<file path="config.mk">
export PLATFORM = sky130hd
export DESIGN_NAME = cache_port_arbiter_flat
export DESIGN_NICKNAME = d
export VERILOG_FILES = /design/src/rtl/cache_port_arbiter_if.sv /design/src/rtl/cache_port_arbiter.sv /design/src/flat_wrapper.sv
export SDC_FILE = /design/constraint.sdc
export NUM_CORES = 1
export LEC_CHECK = 0
export ABC_AREA = 1
export BUFFER_PORTS_ARGS = -buffer_cell sky130_fd_sc_hd__buf_2
export CAP_MARGIN = 30
export CORE_MARGIN = 3
export CORE_UTILIZATION = 47
export CTS_CLUSTER_DIAMETER = 50
export DETAILED_ROUTE_END_ITERATION = 7
export HOLD_SLACK_MARGIN = 0.12
export PLACE_DENSITY = 0.76
export SYNTH_ARGS = -nofsm -noshare
export SYNTH_HDL_FRONTEND = slang
export SYNTH_SLANG_ARGS = --single-unit
</file>
<file path="constraint.sdc">
create_clock -name clk -period 1.7 [get_ports clk]
set_input_delay 0.255 -clock clk [delete_from_list [all_inputs] [get_ports clk]]
set_output_delay 0.255 -clock clk [all_outputs]
set_load 0.05 [all_outputs]
</file>
<file path="src/rtl/cache_port_arbiter_if.sv">
// Bus bundle between the pipeline requesters, the port arbiter and the
// CPU-side port of the cache.
interface cache_port_arbiter_if #(
    parameter int ADDR_W = 32
);
    logic              p0_rd_req;
    logic [ADDR_W-1:0] p0_addr;
    logic [31:0]       p0_rd_data;
    logic              p0_stall;
    logic              p0_done;

    logic              p1_rd_req;
    logic              p1_wr_req;
    logic [ADDR_W-1:0] p1_addr;
    logic [31:0]       p1_wr_data;
    logic [31:0]       p1_rd_data;
    logic              p1_stall;
    logic              p1_done;

    logic [ADDR_W-1:0] c_addr;
    logic              c_rd_req;
    logic              c_wr_req;
    logic [31:0]       c_wr_data;
    logic [31:0]       c_rd_data;
    logic              c_miss;

    modport master (
        input  p0_rd_req, p0_addr,
        output p0_rd_data, p0_stall, p0_done,
        input  p1_rd_req, p1_wr_req, p1_addr, p1_wr_data,
        output p1_rd_data, p1_stall, p1_done,
        output c_addr, c_rd_req, c_wr_req, c_wr_data,
        input  c_rd_data, c_miss
    );

    modport slave (
        output p0_rd_req, p0_addr,
        input  p0_rd_data, p0_stall, p0_done,
        output p1_rd_req, p1_wr_req, p1_addr, p1_wr_data,
        input  p1_rd_data, p1_stall, p1_done,
        input  c_addr, c_rd_req, c_wr_req, c_wr_data,
        output c_rd_data, c_miss
    );
endinterface

</file>
<file path="src/rtl/cache_port_arbiter.sv">
// Shares the cache CPU port between fetch (port 0) and load/store (port 1)
// with round-robin arbitration and saturating statistics counters.
module cache_port_arbiter #(
    parameter int ADDR_W = 32,
    parameter int CNT_W  = 32
) (
    input  logic                 clk,
    input  logic                 rst_n,
    cache_port_arbiter_if.master bus,
    output logic [CNT_W-1:0]     acc_cnt0,
    output logic [CNT_W-1:0]     acc_cnt1,
    output logic [CNT_W-1:0]     miss_cyc_cnt
);

    typedef enum logic [1:0] {
        IDLE,
        BUSY,
        RESP
    } state_e;

    state_e            state_q, state_d;
    logic              owner_q, owner_d;
    logic              last_q, last_d;
    logic              wr_q, wr_d;
    logic [ADDR_W-1:0] addr_q, addr_d;
    logic [31:0]       wdata_q, wdata_d;
    logic [31:0]       rdata0_q, rdata0_d;
    logic [31:0]       rdata1_q, rdata1_d;
    logic [CNT_W-1:0]  acc0_q, acc0_d;
    logic [CNT_W-1:0]  acc1_q, acc1_d;
    logic [CNT_W-1:0]  miss_q, miss_d;

    logic req0;
    logic req1;
    logic gnt;
    logic resp;
    logic done0;
    logic done1;

    function automatic logic [CNT_W-1:0] sat_inc(input logic [CNT_W-1:0] v);
        return (&v) ? v : v + CNT_W'(1);
    endfunction

    assign req0 = bus.p0_rd_req;
    assign req1 = bus.p1_rd_req | bus.p1_wr_req;

    // On a tie the port that did not win last time gets the grant
    assign gnt = (req0 & req1) ? ~last_q : req1;

    always_comb begin
        state_d  = state_q;
        owner_d  = owner_q;
        last_d   = last_q;
        wr_d     = wr_q;
        addr_d   = addr_q;
        wdata_d  = wdata_q;
        rdata0_d = rdata0_q;
        rdata1_d = rdata1_q;
        acc0_d   = acc0_q;
        acc1_d   = acc1_q;
        miss_d   = miss_q;
        unique case (state_q)
            IDLE: begin
                if (req0 | req1) begin
                    owner_d = gnt;
                    last_d  = gnt;
                    addr_d  = gnt ? bus.p1_addr : bus.p0_addr;
                    wdata_d = gnt ? bus.p1_wr_data : 32'h0;
                    wr_d    = gnt & bus.p1_wr_req;
                    state_d = BUSY;
                end
            end
            BUSY: begin
                if (bus.c_miss) begin
                    miss_d = sat_inc(miss_q);
                end else begin
                    state_d = RESP;
                    if (owner_q) acc1_d = sat_inc(acc1_q);
                    else         acc0_d = sat_inc(acc0_q);
                end
            end
            RESP: begin
                state_d = IDLE;
                if (!wr_q) begin
                    if (owner_q) rdata1_d = bus.c_rd_data;
                    else         rdata0_d = bus.c_rd_data;
                end
            end
            default: state_d = IDLE;
        endcase
    end

    always_ff @(posedge clk or negedge rst_n) begin
        if (!rst_n) begin
            state_q  <= IDLE;
            owner_q  <= 1'b0;
            last_q   <= 1'b1;
            wr_q     <= 1'b0;
            addr_q   <= '0;
            wdata_q  <= '0;
            rdata0_q <= '0;
            rdata1_q <= '0;
            acc0_q   <= '0;
            acc1_q   <= '0;
            miss_q   <= '0;
        end else begin
            state_q  <= state_d;
            owner_q  <= owner_d;
            last_q   <= last_d;
            wr_q     <= wr_d;
            addr_q   <= addr_d;
            wdata_q  <= wdata_d;
            rdata0_q <= rdata0_d;
            rdata1_q <= rdata1_d;
            acc0_q   <= acc0_d;
            acc1_q   <= acc1_d;
            miss_q   <= miss_d;
        end
    end

    assign resp  = (state_q == RESP);
    assign done0 = resp & ~owner_q;
    assign done1 = resp & owner_q;

    // Cache side is driven only from the latched request
    assign bus.c_addr    = addr_q;
    assign bus.c_wr_data = wdata_q;
    assign bus.c_rd_req  = (state_q == BUSY) & ~wr_q;
    assign bus.c_wr_req  = (state_q == BUSY) & wr_q;

    // Read data is forwarded in the done cycle, then held in the register
    assign bus.p0_rd_data = (done0 & ~wr_q) ? bus.c_rd_data : rdata0_q;
    assign bus.p1_rd_data = (done1 & ~wr_q) ? bus.c_rd_data : rdata1_q;
    assign bus.p0_done    = done0;
    assign bus.p1_done    = done1;
    assign bus.p0_stall   = req0 & ~done0;
    assign bus.p1_stall   = req1 & ~done1;

    assign acc_cnt0     = acc0_q;
    assign acc_cnt1     = acc1_q;
    assign miss_cyc_cnt = miss_q;

endmodule
</file>
<file path="src/flat_wrapper.sv">
// flat-port wrapper written by rule: the top's interface ports become plain ports
module cache_port_arbiter_flat 
#(
    parameter int ADDR_W = 32,
    parameter int CNT_W  = 32
)
  (clk, rst_n, acc_cnt0, acc_cnt1, miss_cyc_cnt, bus_p0_rd_req, bus_p0_addr, bus_p0_rd_data, bus_p0_stall, bus_p0_done, bus_p1_rd_req, bus_p1_wr_req, bus_p1_addr, bus_p1_wr_data, bus_p1_rd_data, bus_p1_stall, bus_p1_done, bus_c_addr, bus_c_rd_req, bus_c_wr_req, bus_c_wr_data, bus_c_rd_data, bus_c_miss);
  cache_port_arbiter_if #(.ADDR_W(ADDR_W)) bus_i ();
  input  logic clk;
  input  logic rst_n;
  output logic [CNT_W-1:0] acc_cnt0;
  output logic [CNT_W-1:0] acc_cnt1;
  output logic [CNT_W-1:0] miss_cyc_cnt;
  input wire logic [$bits(bus_i.p0_rd_req)-1:0] bus_p0_rd_req;
  input wire logic [$bits(bus_i.p0_addr)-1:0] bus_p0_addr;
  output wire logic [$bits(bus_i.p0_rd_data)-1:0] bus_p0_rd_data;
  output wire logic [$bits(bus_i.p0_stall)-1:0] bus_p0_stall;
  output wire logic [$bits(bus_i.p0_done)-1:0] bus_p0_done;
  input wire logic [$bits(bus_i.p1_rd_req)-1:0] bus_p1_rd_req;
  input wire logic [$bits(bus_i.p1_wr_req)-1:0] bus_p1_wr_req;
  input wire logic [$bits(bus_i.p1_addr)-1:0] bus_p1_addr;
  input wire logic [$bits(bus_i.p1_wr_data)-1:0] bus_p1_wr_data;
  output wire logic [$bits(bus_i.p1_rd_data)-1:0] bus_p1_rd_data;
  output wire logic [$bits(bus_i.p1_stall)-1:0] bus_p1_stall;
  output wire logic [$bits(bus_i.p1_done)-1:0] bus_p1_done;
  output wire logic [$bits(bus_i.c_addr)-1:0] bus_c_addr;
  output wire logic [$bits(bus_i.c_rd_req)-1:0] bus_c_rd_req;
  output wire logic [$bits(bus_i.c_wr_req)-1:0] bus_c_wr_req;
  output wire logic [$bits(bus_i.c_wr_data)-1:0] bus_c_wr_data;
  input wire logic [$bits(bus_i.c_rd_data)-1:0] bus_c_rd_data;
  input wire logic [$bits(bus_i.c_miss)-1:0] bus_c_miss;
  assign bus_i.p0_rd_req = bus_p0_rd_req;
  assign bus_i.p0_addr = bus_p0_addr;
  assign bus_p0_rd_data = bus_i.p0_rd_data;
  assign bus_p0_stall = bus_i.p0_stall;
  assign bus_p0_done = bus_i.p0_done;
  assign bus_i.p1_rd_req = bus_p1_rd_req;
  assign bus_i.p1_wr_req = bus_p1_wr_req;
  assign bus_i.p1_addr = bus_p1_addr;
  assign bus_i.p1_wr_data = bus_p1_wr_data;
  assign bus_p1_rd_data = bus_i.p1_rd_data;
  assign bus_p1_stall = bus_i.p1_stall;
  assign bus_p1_done = bus_i.p1_done;
  assign bus_c_addr = bus_i.c_addr;
  assign bus_c_rd_req = bus_i.c_rd_req;
  assign bus_c_wr_req = bus_i.c_wr_req;
  assign bus_c_wr_data = bus_i.c_wr_data;
  assign bus_i.c_rd_data = bus_c_rd_data;
  assign bus_i.c_miss = bus_c_miss;
  cache_port_arbiter #(.ADDR_W(ADDR_W), .CNT_W(CNT_W)) u_core (.clk(clk), .rst_n(rst_n), .bus(bus_i), .acc_cnt0(acc_cnt0), .acc_cnt1(acc_cnt1), .miss_cyc_cnt(miss_cyc_cnt));
endmodule
</file>
==> metrics, run 1 <==
Total Power 0.0335 W; final WL 49,300 um; Final GP Congestion 1.01; largest net degree at the start of global routing 67; fin nets 2,415; part of the cycle the worst path needs 136%; setup slack after layout -0.612 ns; grt ovf 0; Std-Cell Core Area 25,300 um2; Iter 0 DRT Violations 1,232; DR pass1 iterations 8; Remaining DRCs 0; post-route ant nets 0; Final Instance Count excl. Fillers 2,637; failing checks negative setup slack; Yosys warnings 0; Hold Crit Class input port to register; CP startpoint kind register; worst relative slew slack 71.6%; first-pass GRT wire length 74,000 um; # port buffers 363; synthesized-area fraction occupied by and/or/nand/nor cells 33.3%; CTS clock-pin slew for the worst setup and hold paths 0.06 ns; Clk Latency, worst-skew pair 0.55 ns; mux contribution to synthesized area 0%; status finished with violations; CTS HTree Levels 1; sequential share of the synthesized area 47.0%; type of the worst setup path register to primary output; Die Wd 167 um; syn nets 1,806; Mapped Area 12,200 um2; Compound-Gate Fraction of Synth Area 9.89%; # IOs 364; Hold WS 0.117 ns; CTS Buf Count 30; CTS Buffer Depth 3; share of layout cells above drive strength 1 37.5%; Setup crit end kind primary output; Fill cells 1,649; Max-cap violations 0; commonest non-fill, non-tap cells in the layout nand2_1, buf_2, nor2_1; max frequency 0.433 GHz; cell count after synthesis 1,669; Vias/cell 5.42; worst r2r src u_core.state_q[0]$_DFFE_PN0P_; adder-cell share of the synthesized area 0.308%; clock sink total 229; crit-path max FO 9; vias in the first global route 14,500; Post-Synth XOR/XNOR Area 3.02%; root buffer cell clkbuf_16; DP Wirelength 29,400 um; synth unique cells 31; routed len/inst 18.7 um; Tot GR Track Use 32.3%; Power Density 1690 nW/um2; Final Skew 0.0276 ns; commonest non-fill, non-tap cell in the layout nand2_1; Tmin final 2.31 ns; Pleak 9.69 nW; P&R area growth vs syn 62.5%; FP Rows 58; initial antenna violation count 6; Hold Fails Final Rpt 0; die area 27,900 um2; worst vdd ir 2.05 mV; crit path DAT 2.06 ns; hold depth 3; Final Max Slew Viols 0; Chip Height 167 um; FF-to-FF path depth 10; Least-Margin Pin Slew 0.426 ns; RSZ-0062 raised after global routing true; Initial Utilization 48.2%; Worst Setup SP u_core.wr_q$_DFFE_PN0P_; total placed cells including tap cells 2,413; main combinational cell family by area after synthesis simple AND/OR/NAND/NOR gates; hold_sp bus_c_rd_data[19]; pre-CTS setup slack -0.160 ns; Crit path required time 1.44 ns; vias 14,300; Post-Syn Area per Cell 7.31 um2; Yosys reg bits 229; final number of setup-violating endpoints 73; CTS tree yes
[layer usage]
| metal | share of wire (%) | wire length, um | up-vias | track usage [%] |
|---|---|---|---|---|
| met2 | 50 | 24800 | 803 | 56.2 |
| met1 | 36 | 17900 | 6704 | 37.4 |
| li1 | - | - | 6550 | - |
| met4 | 6.1 | 3000 | 0 | 18.1 |
| met5 | 0 | 0 | - | 0 |
| met3 | 7.4 | 3640 | 229 | 6.07 |
[what timing repair did]
| action | 4_1_cts | 5_1_grt |
|---|---|---|
| pin swaps | 2 | 15 |
| hold buffers | 114 | 0 |
| gates cloned | 5 | 11 |
| resized for setup | 169 | 108 |
| setup buffers | 11 | 26 |
| endpoints found under the setup margin | 117 | 162 |
| hold endpoints to repair | 312 | 0 |
[stage by stage]
step	instance area, um2	TNS (ns)	utilization [%]
after floorplan	13400	-7.63	-
after global placement	16100	-3.11	63.8
after detailed placement	16100	-5.11	63.8
after CTS	19000	-34.72	75.0
after global routing	19800	-41.41	78.3
final	19800	-35.73	78.3
[worst paths after layout]
path                            slack, ns                                   to
worst max-delay path                -0.61                    bus_p1_rd_data[5]
worst min-delay path                 0.12      u_core.rdata1_q[19]$_DFFE_PN0P_
worst max register to register      -0.01      u_core.rdata1_q[28]$_DFFE_PN0P_
worst min register to register       0.48            u_core.last_q$_DFFE_PN1P_
max in group asynchronous            0.71      u_core.acc_cnt0[21]$_DFFE_PN0P_
min in group asynchronous            0.19  u_core.miss_cyc_cnt[26]$_DFFE_PN0P_
[synthesized netlist by cell type]
| master | number | area (um2) |
|---|---|---|
| nand3_2 | 1 | 10.0 |
| dfrtp_1 | 228 | 5710 |
| nor2_4 | 4 | 45.0 |
| dfstp_2 | 1 | 26.3 |
| or2_1 | 1 | 6.26 |
| inv_2 | 7 | 26.3 |
| xnor2_1 | 17 | 149 |
| o21ai_2 | 1 | 8.76 |
| nand3_1 | 86 | 430 |
| a21oi_1 | 64 | 320 |
| nand3_4 | 1 | 17.5 |
| nand2_2 | 6 | 37.5 |
| buf_8 | 1 | 15.0 |
| buf_2 | 34 | 170 |
| xor2_1 | 25 | 219 |
| clkbuf_1 | 22 | 82.6 |
| nand4_1 | 14 | 87.6 |
| inv_1 | 115 | 432 |
| o22ai_1 | 1 | 6.26 |
| nand2_4 | 4 | 45.0 |
| ha_1 | 3 | 37.5 |
| nor2_2 | 9 | 56.3 |
| o21ai_1 | 23 | 115 |
| nor3_1 | 3 | 15.0 |
| buf_6 | 5 | 56.3 |
| o21ai_0 | 151 | 756 |
| nand3b_1 | 37 | 278 |
| nand2_1 | 613 | 2300 |
| nor2_1 | 189 | 709 |
| buf_4 | 2 | 15.0 |
| nor2_8 | 1 | 20.0 |
[power by group]
| part | total, W | switching [W] | internal, W | leakage (nW) |
|---|---|---|---|---|
| combinational | 0.0189 | 0.0127 | 0.00613 | 6.42 |
| clock | 0.00628 | 0.00255 | 0.00373 | 0.477 |
| sequential | 0.00835 | 0.00117 | 0.00718 | 2.79 |
| total | 0.0335 | 0.0165 | 0.0170 | 9.69 |
[sequential cells by signal (all words and copies together), names as in the netlist]
| register | count |
|---|---|
| u_core.miss_cyc_cnt | 32 |
| u_core.owner_q | 1 |
| u_core.state_q | 2 |
| u_core.wr_q | 1 |
| u_core.rdata1_q | 32 |
| u_core.bus.c_addr | 32 |
| u_core.acc_cnt0 | 32 |
| u_core.bus.c_wr_data | 32 |
| u_core.acc_cnt1 | 32 |
| u_core.last_q | 1 |
| u_core.rdata0_q | 32 |
[cell families (layout without fill, tap and decap cells)]
family          after synthesis  in the layout
flops                       229            229
xor+xnor                     42             42
fa+ha+maj                     3              3
simple gates                969            974
compound gates              240            240
buf+inv                     186            812
other cells                   0              7
[cell type report]
| class | instances | area [um2] | area share [%] |
|---|---|---|---|
| clock buffers | 40 | 860 | 4.33 |
| inverters | 122 | 470 | 2.37 |
| multi-input cells | 1259 | 6950 | 35.1 |
| diodes | 7 | 17.5 | 0.0883 |
| well taps | 330 | 413 | 2.08 |
| repair buffers | 636 | 5140 | 25.9 |
| flip-flops and latches | 229 | 5840 | 29.4 |
| clock inverters | 14 | 138 | 0.694 |
[worst max-delay path, stage by stage (launching register included)]
cell and delay [ns]:
dfrtp_1 0.38, clkinvlp_4 0.20, buf_12 0.20, nand2_8 0.18
buf_12 0.18, nand2_2 0.10, o21ai_4 0.09, buf_6 0.18
(Power assumes the default switching activity.)
==> run 2, diff against run 1 <==
- MAX_ROUTING_LAYER: not set -> met4
- SKIP_CTS_REPAIR_TIMING: not set -> 1
==> run 2 against run 1 <==
The flow still finishes with violations (negative setup slack). Core utilization down 0.089 points. Worst hold slack worse by 0.012 ns. Flip-flop and latch count unchanged. Setup slack worse by 0.020 ns. Combinational power about the same. Critical path type unchanged. Largest power group unchanged. Highest routed layer unchanged.
==> metrics, run 2 (synthesis results as in run 1) <==
Total Power 0.0336 W (was 0.0335 W); # IOs 364 (unchanged); P&R area growth vs syn 62.4% (was 62.5%); worst vdd ir 1.82 mV (was 2.05 mV); DR pass1 iterations 6 (was 8); Tot GR Track Use 28.2% (was 32.3%); total placed cells including tap cells 2,403 (was 2,413); DP Wirelength 29,500 um (was 29,400 um); slowest stage delay, CP 0.39 ns (was 0.38 ns); setup slack after layout -0.632 ns (was -0.612 ns); Hold Crit Class input port to register (unchanged); crit-path max FO 9 (unchanged); Remaining DRCs 0 (unchanged); commonest non-fill, non-tap cells in the layout nand2_1, buf_2, nor2_1 (unchanged); part of the cycle the worst path needs 137% (was 136%); type of the worst setup path register to primary output (unchanged); CTS clock-pin slew for the worst setup and hold paths 0.06 ns (about the same); Iter 0 DRT Violations 1,133 (was 1,232); Tmin final 2.33 ns (was 2.31 ns); Final Max Slew Viols 0 (unchanged); root buffer cell clkbuf_16 (unchanged); Least-Margin Pin Slew 0.392 ns (was 0.426 ns); final number of setup-violating endpoints 73 (unchanged); Power Density 1700 nW/um2 (was 1690 nW/um2); Die Wd 167 um (unchanged); max frequency 0.429 GHz (was 0.433 GHz); Final GP Congestion 1.03 (was 1.01); CP startpoint kind register (unchanged); fin nets 2,399 (was 2,415); Worst path most repeated cell buf_12 (unchanged); largest net degree at the start of global routing 67 (unchanged); grt ovf 0 (unchanged); vias in the first global route 12,700 (was 14,500); Chip Height 167 um (unchanged); # port buffers 363 (unchanged); Vias/cell 5.44 (was 5.42); FP Rows 58 (unchanged); RSZ-0062 raised after global routing true (unchanged); final WL 48,900 um (was 49,300 um); pre-CTS setup slack -0.172 ns (was -0.160 ns); CTS HTree Levels 1 (unchanged); placed cell area 16,000 um2 (was 16,100 um2); first-pass GRT wire length 63,600 um (was 74,000 um); setup_tns -38.38 ns (was -35.73 ns); Setup crit end kind primary output (unchanged); Final Skew 0.0220 ns (was 0.0276 ns); commonest non-fill, non-tap cell in the layout nand2_1 (unchanged); CTS Buffer Depth 3 (unchanged); initial antenna violation count 2 (was 6); vias 14,200 (was 14,300); Hold Fails Final Rpt 0 (unchanged); Max-cap violations 0 (unchanged); Slowest cell on crit path dfrtp_1 (unchanged); share of layout cells above drive strength 1 37.1% (was 37.5%); CTS Buf Count 28 (was 30); worst-path cell chain nor2_2 > inv_2 > nor2_4 > buf_12 > nand2_8 > buf_12 > o21ai_4 > buf_6 (was clkinvlp_4 > buf_12 > nand2_8 > buf_12 > nand2_2 > o21ai_4 > buf_6); Std-Cell Core Area 25,300 um2 (unchanged); worst relative slew slack 73.9% (was 71.6%); status finished with violations (unchanged); die area 27,900 um2 (unchanged); Crit path required time 1.44 ns (about the same); crit path DAT 2.08 ns (was 2.06 ns); failing checks negative setup slack (unchanged); clock sink total 229 (unchanged); routed len/inst 18.7 um (about the same); Final Instance Count excl. Fillers 2,616 (was 2,637); CTS tree yes (unchanged); post-route ant nets 0 (unchanged); Clk Latency, worst-skew pair 0.55 ns (about the same); Pleak 9.68 nW (was 9.69 nW); Initial Utilization 48.2% (unchanged); fin area 19,800 um2 (about the same)
-- run 2: cell types whose count changed in the layout (fill, tap and decap cells not counted), sizes merged, moves of 3 or more --
cell and change:
clkinv +3, dlygate4sd3 -13, clkbuf +4, diode -5, clkinvlp -3, buf -9
-- run 2: layer usage --
layer | track usage, % | vias up | part of all wire, %
li1 | - | 6503 | -
met1 | 34.3 | 6733 | 37
met2 | 47.3 | 756 | 50
met3 | 4.89 | 241 | 6.8
met4 | 10.5 | 0 | 5.5
met5 | - | - | 0
-- run 2: path summary, 6_finish.rpt --
kind                            cells after the start                          start  slack [ns]                         endpoint
worst max register to register                     10  u_core.state_q[0]$_DFFE_PN0P_       -0.07   u_core.rdata0_q[6]$_DFFE_PN0P_
max in group asynchronous                           3                          rst_n        0.84        u_core.last_q$_DFFE_PN1P_
worst min-delay path                                3              bus_c_rd_data[21]        0.10  u_core.rdata1_q[21]$_DFFE_PN0P_
worst min register to register                      2      u_core.last_q$_DFFE_PN1P_        0.47        u_core.last_q$_DFFE_PN1P_
min in group asynchronous                           2                          rst_n        0.20  u_core.acc_cnt1[14]$_DFFE_PN0P_
worst max-delay path                                8  u_core.state_q[0]$_DFFE_PN0P_       -0.63               bus_p1_rd_data[21]
-- run 2: through the flow --
stage	hold WS (ns)	util (%)
2_1_floorplan	-0.0406	-
3_3_place_gp	0.173	63.4
3_5_place_dp	0.172	63.4
4_1_cts	-0.401	67.2
5_1_grt	0.128	78.2
6_report	0.105	78.2
-- run 2: layout make-up --
class                   instances  area, um2
inverters                     122        469
clock buffers                  37        796
fillers                      1635       5520
diodes                          2       5.00
repair buffers                621       5100
clock inverters                15        163
flip-flops and latches        229       5840
multi-input cells            1260       7020
well taps                     330        413
-- run 2: critical path, delay by kind of cell, from the launching register on --
kind,cells,cell delay [ns]
buffers and inverters,4,0.59
AOI/OAI and AO/OA,1,0.16
and+or+nand+nor,3,0.38
DFF,1,0.39
-- run 2: power by group --
part	switching [W]	internal, W	leakage (nW)	total (W)
Sequential	0.00128	0.00718	2.79	0.00846
Clock	0.00249	0.00375	0.473	0.00624
Combinational	0.0127	0.00628	6.42	0.0189
==> run 3, diff against run 2 <==
- BUFFER_PORTS_ARGS: -buffer_cell sky130_fd_sc_hd__buf_2 -> not set
- CELL_PAD_IN_SITES_DETAIL_PLACEMENT: not set -> 1
- CELL_PAD_IN_SITES_GLOBAL_PLACEMENT: not set -> 1
- CORE_UTILIZATION: 47 -> 41
- DONT_BUFFER_PORTS: not set -> 1
==> run 3 against run 2 <==
The run ends with negative hold slack, negative setup slack left. Power is 12% higher. Count of clock-buffer cells in the layout rose by 6. Via count is 1.7% higher. Fmax is essentially flat. Highest routed layer unchanged. Core utilization down 11 points. Cell area is 1.6% lower. Combinational power fell by 3%. Sequential power is 34% higher. Largest cell class unchanged. Register-to-register slack lost 0.20 ns. Clock power rose by 28%.
==> metrics, run 3 (synthesis results as in run 1) <==
CTS tree yes (unchanged); max frequency 0.429 GHz (about the same); first-pass GRT wire length 76,000 um (was 63,600 um); slowest stage delay, CP 0.36 ns (was 0.39 ns); final WL 66,600 um (was 48,900 um); type of the worst setup path register to primary output (unchanged); Crit path required time 1.44 ns (about the same); placed cell area 16,100 um2 (was 16,000 um2); Iter 0 DRT Violations 1,145 (was 1,133); DR pass1 iterations 5 (was 6); CTS Buffer Depth 3 (unchanged); Power Density 1940 nW/um2 (was 1700 nW/um2); worst vdd ir 1.00 mV (was 1.82 mV); Max-cap violations 0 (unchanged); setup slack after layout -0.631 ns (was -0.632 ns); Sw Share 48.6% (was 48.8%); WL met2 33,400 um (was 24,700 um); top routing layer in use met4 (unchanged); Sw Pwr 0.0183 W (was 0.0164 W); Initial Utilization 42.0% (was 48.2%); Final Skew 0.0298 ns (was 0.0220 ns); Vias/cell 5.92 (was 5.44); share of power burned in registers 29.9% (was 25.1%); Std-Cell Core Area 29,000 um2 (was 25,300 um2); Hold Crit Class input port to asynchronous set/reset pin (was input port to register); Int Pwr 0.0194 W (was 0.0172 W); CTS clock-pin slew for the worst setup and hold paths 0.06 ns (about the same); setup_tns -39.59 ns (was -38.38 ns); Worst path most repeated cell inv_2 (was buf_12); vias 14,500 (was 14,200); routed len/inst 27.3 um (was 18.7 um); Clk Latency, worst-skew pair 0.53 ns (was 0.55 ns); CTS HTree Levels 2 (was 1); vias in the first global route 13,600 (was 12,700); root buffer cell clkbuf_16 (unchanged); failing checks negative hold slack, negative setup slack (was negative setup slack); Pleak 8.89 nW (was 9.68 nW); part of the cycle the worst path needs 137% (about the same); final number of setup-violating endpoints 108 (was 73); # port buffers 0 (was 363); Chip Height 178 um (was 167 um); CP startpoint kind register (unchanged); FP Rows 62 (was 58); grt ovf 0 (unchanged); fin area 19,500 um2 (was 19,800 um2); P&R area growth vs syn 59.7% (was 62.4%); largest net degree at the start of global routing 230 (was 67); wl on met1 22,600 um (was 18,300 um); combinational share of power 48.9% (was 56.3%); Hold WS -0.566 ns (was 0.105 ns); status finished with violations (unchanged); share of layout cells above drive strength 1 30.7% (was 37.1%); Least-Margin Pin Slew 0.797 ns (was 0.392 ns); die area 31,900 um2 (was 27,900 um2); fin nets 2,164 (was 2,399); Tot GR Track Use 31.0% (was 28.2%); post-route ant nets 0 (unchanged); Setup crit end kind primary output (unchanged); Final Instance Count excl. Fillers 2,444 (was 2,616); Die Wd 178 um (was 167 um); Hold Fails Final Rpt 229 (was 0); worst-path cell chain inv_2 > nor2_2 > inv_2 > nor2_4 > buf_6 > nand2_8 > clkbuf_16 > o21ai_4 > buf_12 (was nor2_2 > inv_2 > nor2_4 > buf_12 > nand2_8 > buf_12 > o21ai_4 > buf_6); total placed cells including tap cells 2,235 (was 2,403); Final Max Slew Viols 0 (unchanged); commonest non-fill, non-tap cell in the layout nand2_1 (unchanged); Slowest cell on crit path dfrtp_1 (unchanged); crit-path max FO 5 (was 9); Clock power frac 21.2% (was 18.6%); worst relative slew slack 46.3% (was 73.9%); Final Util 67.2% (was 78.2%); met3 WL 5650 um (was 3320 um); clock sink total 229 (unchanged); Remaining DRCs 0 (unchanged); Tmin final 2.33 ns (about the same); crit path DAT 2.08 ns (about the same); CTS Buf Count 34 (was 28); # IOs 364 (unchanged); RSZ-0062 raised after global routing true (unchanged); commonest non-fill, non-tap cells in the layout nand2_1, nor2_1, buf_4 (was nand2_1, buf_2, nor2_1); initial antenna violation count 7 (was 2); Final GP Congestion 0.895 (was 1.03); DP Wirelength 35,300 um (was 29,500 um); pre-CTS setup slack -0.134 ns (was -0.172 ns)
## run 3: changes by cell type in the layout (fill, tap and decap cells not counted), moves of 5 or more
cell | before | now
buf_12 | 18 | 83
buf_2 | 293 | 0
buf_4 | 105 | 157
buf_6 | 72 | 22
buf_8 | 14 | 4
clkinv_2 | 8 | 3
diode_2 | 2 | 7
dlygate4sd3_1 | 101 | 111
nand2_2 | 38 | 48
nand2_4 | 37 | 30
nor2_1 | 177 | 159
nor2_2 | 13 | 29
o21ai_0 | 89 | 94
## run 3: cell type report
class | count | area, um2
Fill cell | 3236 | 9530
Multi-Input combinational cell | 1256 | 7000
Sequential cell | 229 | 5840
Timing Repair Buffer | 384 | 4440
Clock buffer | 43 | 988
Tap cell | 384 | 480
Inverter | 122 | 464
Clock inverter | 19 | 259
Antenna cell | 7 | 17.5
## run 3: worst max-delay path, delay by kind of cell, from the launching register on
family          cells  cell delay (ns)
compound gates      1             0.19
buf+inv             5             0.64
flops               1             0.36
simple gates        3             0.38
## run 3: per-stage QoR
step | power [W] | hold slack [ns]
2_1_floorplan | 0.0199 | -0.0406
3_3_place_gp | 0.0260 | -0.0340
3_5_place_dp | 0.0268 | -0.0348
4_1_cts | 0.0348 | -0.571
5_1_grt | 0.0386 | -0.573
6_report | 0.0377 | -0.566
## run 3: worst paths after layout
check	from	to	slack (ns)	cells after the start
worst min-delay path	rst_n	u_core.rdata0_q[6]$_DFFE_PN0P_	-0.57	0
worst min register to register	u_core.last_q$_DFFE_PN1P_	u_core.last_q$_DFFE_PN1P_	0.48	2
worst max-delay path	u_core.state_q[1]$_DFFE_PN0P_	bus_p1_rd_data[23]	-0.63	9
max in group asynchronous	rst_n	u_core.owner_q$_DFFE_PN0P_	1.68	0
worst max register to register	u_core.state_q[1]$_DFFE_PN0P_	u_core.rdata1_q[21]$_DFFE_PN0P_	-0.27	8
min in group clk	bus_c_rd_data[0]	u_core.rdata1_q[0]$_DFFE_PN0P_	0.05	2
## run 3: power by group through the flow
stage	clock network, W	logic [W]	registers (W)
global route	0.00826	0.0190	0.0114
floorplan	0	0.00895	0.0110
finish	0.00800	0.0184	0.0113
detailed placement	0	0.0159	0.0108
global placement	0	0.0152	0.0107
CTS	0.00788	0.0162	0.0108
## run 3: routing by layer
layer  global-route usage [%]  vias up
met5                        -        -
li1                         -     6043
met3                     8.22      339
met2                     54.6      872
met4                     10.2        0
met1                     34.0     7224
